$ cat src/rtl/pc_stack.sv
// Program counter with a hardware return-address stack (jsr/ret/branch/preload/stall).
// Define PC_STACK_GUARD_EN for a guarded stack with sticky error flags; default is a circular stack.
module pc_stack #(
  parameter int ADDR_W = 11,
  parameter int REL_W  = 10,
  parameter int DEPTH  = 4
) (
  input  logic                       clock,
  input  logic                       reset_n,
  input  logic                       stall,
  input  logic                       preload,
  input  logic [ADDR_W-1:0]          preload_addr,
  input  logic                       branch,
  input  logic                       jsr,
  input  logic                       ret,
  input  logic [REL_W-1:0]           relative_addr,
  input  logic                       err_clear,
  output logic [ADDR_W-1:0]          pc,
  output logic [ADDR_W-1:0]          incr_pc,
  output logic [$clog2(DEPTH+1)-1:0] stack_count,
  output logic                       stack_overflow,
  output logic                       stack_underflow
);

  localparam int SP_W  = $clog2(DEPTH);
  localparam int CNT_W = $clog2(DEPTH+1);

  logic [ADDR_W-1:0] stack_mem [DEPTH];
  logic [SP_W-1:0]   sp;
  logic [SP_W-1:0]   sp_dec;
  logic [ADDR_W-1:0] rel_sext;
  logic [ADDR_W-1:0] pc_next;
  logic              full;
  logic              empty;
  logic              do_push;
  logic              do_pop;
`ifdef PC_STACK_GUARD_EN
  logic              ovf_set;
  logic              unf_set;
`endif

  assign rel_sext = ADDR_W'($signed(relative_addr));
  assign sp_dec   = sp - SP_W'(1);
  assign full     = (stack_count == CNT_W'(DEPTH));
  assign empty    = (stack_count == '0);

  // Command decode in fixed priority; lower-priority commands are dropped.
  always_comb begin
    pc_next = pc + ADDR_W'(1);
    do_push = 1'b0;
    do_pop  = 1'b0;
`ifdef PC_STACK_GUARD_EN
    ovf_set = 1'b0;
    unf_set = 1'b0;
`endif
    if (jsr) begin
      pc_next = pc + rel_sext;
`ifdef PC_STACK_GUARD_EN
      if (full) ovf_set = 1'b1;
      else      do_push = 1'b1;
`else
      do_push = 1'b1;
`endif
    end else if (ret) begin
`ifdef PC_STACK_GUARD_EN
      if (empty) begin
        unf_set = 1'b1;
      end else begin
        do_pop  = 1'b1;
        pc_next = stack_mem[sp_dec] + ADDR_W'(1);
      end
`else
      do_pop  = 1'b1;
      pc_next = stack_mem[sp_dec] + ADDR_W'(1);
`endif
    end else if (branch) begin
      pc_next = pc + rel_sext;
    end else if (preload) begin
      pc_next = preload_addr;
    end
  end

  // In the circular build a full push overwrites the oldest entry and count saturates.
  always_ff @(posedge clock or negedge reset_n) begin
    if (!reset_n) begin
      pc          <= '0;
      incr_pc     <= ADDR_W'(1);
      sp          <= '0;
      stack_count <= '0;
      for (int i = 0; i < DEPTH; i++) stack_mem[i] <= '0;
    end else if (!stall) begin
      pc      <= pc_next;
      incr_pc <= pc_next + ADDR_W'(1);
      if (do_push) begin
        stack_mem[sp] <= pc;
        sp            <= sp + SP_W'(1);
        if (!full) stack_count <= stack_count + CNT_W'(1);
      end else if (do_pop) begin
        sp <= sp_dec;
        if (!empty) stack_count <= stack_count - CNT_W'(1);
      end
    end
  end

`ifdef PC_STACK_GUARD_EN
  // Sticky flags; a new error in the same cycle as err_clear wins.
  always_ff @(posedge clock or negedge reset_n) begin
    if (!reset_n) begin
      stack_overflow  <= 1'b0;
      stack_underflow <= 1'b0;
    end else if (!stall) begin
      if (ovf_set)        stack_overflow <= 1'b1;
      else if (err_clear) stack_overflow <= 1'b0;
      if (unf_set)        stack_underflow <= 1'b1;
      else if (err_clear) stack_underflow <= 1'b0;
    end
  end
`else
  logic unused_err_clear;
  assign unused_err_clear = err_clear;
  assign stack_overflow   = 1'b0;
  assign stack_underflow  = 1'b0;
`endif

endmodule
$ cat config.mk
export PLATFORM = sky130hd
export DESIGN_NAME = pc_stack
export DESIGN_NICKNAME = d
export VERILOG_FILES = /design/src/rtl/pc_stack.sv
export SDC_FILE = /design/constraint.sdc
export NUM_CORES = 1
export LEC_CHECK = 0
export CAP_MARGIN = 20
export CORE_MARGIN = 5
export CORE_UTILIZATION = 45
export CTS_CLUSTER_DIAMETER = 120
export DETAILED_ROUTE_END_ITERATION = 7
export PLACE_DENSITY = 0.76
export RECOVER_POWER = 50
export SYNTH_ARGS = -nofsm -noshare
export SYNTH_HDL_FRONTEND = slang
export SYNTH_SLANG_ARGS = --single-unit
$ cat constraint.sdc
create_clock -name clock -period 5 [get_ports clock]
set_input_delay 1 -clock clock [delete_from_list [all_inputs] [get_ports clock]]
set_output_delay 1 -clock clock [all_outputs]
set_load 0.02 [all_outputs]
==> results.txt <==
----------------------------------------------------
[Run]
  Max-Cap Viols ... 1

[Synth]
  Portion of netlist area occupied by mux cells ... 0.209
  YS warnings ... 0
  Synth Area in Simple Gates ... 0.117
  Largest family of logic cells by synthesized area ... multiplexers
  Cell count after synthesis ... 397
  Number of distinct library cells after synthesis ... 62
  Primary flip-flop cell chosen by synthesis mapping ... sky130_fd_sc_hd__dfrtp_1
  Compound-cell area share of the yosys netlist ... 0.121
  Count of flip-flops with a built-in enable after synthesis ... 0
  Number of synthesized register bits ... 71
  Async set or reset register ratio after synthesis ... 1.00
  Mean cell area of the mapped netlist ... 10.9 um^2
  Post-synthesis instance area ... roughly 4300 um^2
  Register area share after synthesis ... 0.410
  Arithmetic-cell share of the synthesized area counting full adders, half adders and majority gates ... 0.0582
  Xor and xnor area share after synthesis ... 0.0525

[Detailed routing]
  Final routed wirelength across all metal layers ... about 11,000 um
  Avg WL per Cell ... 18.3 um
  Total iterations of the first detailed-routing run ... 5
  Via count of the routed design ... between 3,000 and 4,000
  Vias/cell ... 5.73
  Initial DRC Count ... about 130
  # DRC ... 0
  Residual antenna-violating net count after detailed routing ... 0

[Floorplanning]
  # IOs ... 56
  Area of the core ... between 9000 and 10,000 um^2
  Die Ht ... 108 um
  Total number of placement rows ... 35
  X dimension of the die ... roughly 110 um
  Total die area ... roughly 12,000 um^2
  Effective utilization at floorplan ... 0.465

[STA]
  Count of pins over their slew limit ... 31
  Fin. Hold Viols ... 0
  Final-layout worst hold slack ... 0.491 ns
  Setup repair after global routing missed its margin ... no
  Total setup violations reported at the end of the flow ... 0
  Worst slew pin tran ... 1.65 ns
  Min Tclk post-route ... 3.80 ns
  Relative slew slack ... -0.101
  Period utilisation layout ... 0.760
  Clock Skews ... 0.00866 ns
  Sum Neg Setup Slack ... 0 ns
  Highest attainable clock frequency ... about 260 MHz

[Setup path]
  Critical path class ... in -> reg
  Critical path cell sequence ... clkdlybuf4s50_1 -> ha_1 -> fa_1 -> a21o_1 -> a21oi_1 -> mux2i_1 -> a211oi_1 -> buf_4 -> nor3_2 -> or3b_1 -> o311a_1 -> a221oi_2
  Worst EP required ... 5.26 ns
  Maximum net fanout on the critical path ... 4
  Library cell contributing the largest single delay on the critical path ... sky130_fd_sc_hd__clkdlybuf4s50_1
  Endpoint class of the critical path ... register
  Crit-path max cell delay ... 0.42 ns
  Critical Path Source Type ... primary input
  Worst EP arrival ... 4.06 ns

[Placement]
  Total of buffers placed on input and output ports ... 52
  HPWL Detailed ... 7900 um
  GPL Wtd Cong ... 0.890

[Global routing]
  Antenna violations before repair ... 0
  Remaining Overflow, GRT ... 0
  Total routing resource utilization after global routing ... 0.193
  Global-route wire length before repair ... 17,400 um
  Largest net degree at the start of global routing ... 43
  Number of global-route vias before repair ... 3,457

[Clocking]
  Max H-tree Level ... 3
  Num CTS Buffers ... 9
  Clock root buffer ... sky130_fd_sc_hd__clkbuf_8
  Setup fix buffers added after clock tree synthesis ... 0
  Later-pin clock latency in the skew report ... 0.36 ns
  Clock tree from TritonCTS ... done
  Register clock-pin slew on the reported worst setup and hold paths ... 0.08 ns
  Number of gates resized after CTS ... 0
  Clock sink total ... 71
  Clock buffer depth ... 2
  Number of buffers inserted by hold repair at cts ... 0

[Min path]
  Path class of the lowest-slack min-delay path ... reg -> reg

[Power and ir drop]
  Final Power ... between 0.003 and 0.004 W
  Maximum ir drop on the vdd rail ... 0.264 mV
  Total leakage power ... 2.23 nW
  Cell area power density ... 687 nW/um^2

[Finish]
  Commonest cells after routing, fill and taps aside ... sky130_fd_sc_hd__dfrtp_1 (70), sky130_fd_sc_hd__mux2_2 (51), sky130_fd_sc_hd__clkdlybuf4s50_1 (40)
  Fraction of layout cells with a size suffix above 1 ... 0.186
  Final antenna diode count ... 0
  Final Net Count ... 495
  Most common cell after layout, fill and taps aside ... sky130_fd_sc_hd__dfrtp_1
  Layout-stage area growth over the synthesis result ... 19.9%

[Status]
  Violations in the final reports ... max-capacitance violations, max-slew violations
  Run status ... finished with violations

----------------------------------------------------
-- critical path: cells and delay by family --
kind	cells	cell delay [ns]
compound gates	5	0.93
fa+ha+maj	2	0.65
buf+inv	2	0.59
mux	1	0.23
simple gates	2	0.67
-- cells in the mapped netlist, drive strengths merged (3+ instances only) --
cell / number / share of area
a211oi: 3 / 0.0052
a21o: 6 / 0.011
a21oi: 11 / 0.013
a31oi: 6 / 0.0086
and3: 4 / 0.0061
and4: 4 / 0.0081
buf: 7 / 0.010
clkbuf: 16 / 0.014
dfrtp: 70 / 0.40
ha: 17 / 0.049
inv: 10 / 0.0086
mux2: 51 / 0.13
mux2i: 5 / 0.012
mux4: 11 / 0.065
nand2: 34 / 0.029
nand2b: 4 / 0.0058
nand3: 10 / 0.012
nand4: 6 / 0.0086
nor2: 20 / 0.017
nor3: 7 / 0.0092
o211ai: 5 / 0.0086
o21ai: 24 / 0.028
o31ai: 5 / 0.0086
xnor2: 13 / 0.026
xor2: 13 / 0.026
-- metal layers --
metal,wire [um],share of wire,global-route usage
met3,692,0.065,0.0531
met2,5100,0.48,0.314
met5,0,0,0
met1,4470,0.42,0.239
met4,391,0.037,0.0911
-- kinds of logic (layout without fill, tap and decap cells) --
kind of cell	count (synthesis)	after routing
XOR/XNOR	26	26
other	1	2
AO/OA/AOI/OAI	79	79
AND/OR/NAND/NOR	101	101
flip-flops	71	71
multiplexers	67	67
buffers and inverters	33	87
adder cells (fa/ha/maj)	19	19
-- where the power goes --
part / switching [W] / total, W / internal (W) / leakage, nW
combinational: 0.000982 / 0.00193 / 0.000944 / 1.26
clock: 0.000226 / 0.000521 / 0.000295 / 0.110
sequential: 0.000273 / 0.00113 / 0.000854 / 0.861
-- final timing paths --
path	startpoint	to	slack, ns	depth (start not counted)
min reg2reg	incr_pc[5]$_DFFE_PN0N_	incr_pc[5]$_DFFE_PN0N_	0.49	2
min	incr_pc[5]$_DFFE_PN0N_	incr_pc[5]$_DFFE_PN0N_	0.49	2
max reg2reg	sp[0]$_DFFE_PN0P_	incr_pc[10]$_DFFE_PN0N_	1.38	11
max	relative_addr[0]	incr_pc[10]$_DFFE_PN0N_	1.20	12
max in group asynchronous	reset_n	pc[6]$_DFFE_PN0N_	2.63	2
min in group asynchronous	reset_n	incr_pc[1]$_DFFE_PN0N_	1.06	1
-- layout make-up --
type	count	area (um^2)
fillers	802	4130
multi-input cells	294	2420
flip-flops and latches	71	1780
repair buffers	61	578
well taps	129	161
clock buffers	11	141
clock inverters	5	81.3
inverters	10	37.5
-- registers in the layout, indices dropped and copies added (netlist names) --
signal / count
pc: 11
sp: 2
stack_count: 3
stack_mem: 44
incr_pc: 11
-- through the flow --
step / area [um^2] / setup WS (ns) / util / instances
after floorplan: 4340 / 1.35 / - / 398
after global placement: 4980 / 0.862 / 0.534 / 565
after detailed placement: 4980 / 0.825 / 0.534 / 565
after CTS: 5210 / 1.21 / 0.558 / 581
after global routing: 5200 / 1.06 / 0.558 / 581
final: 5200 / 1.20 / 0.558 / 581
Note: power is estimated with default switching activity, not from simulation.
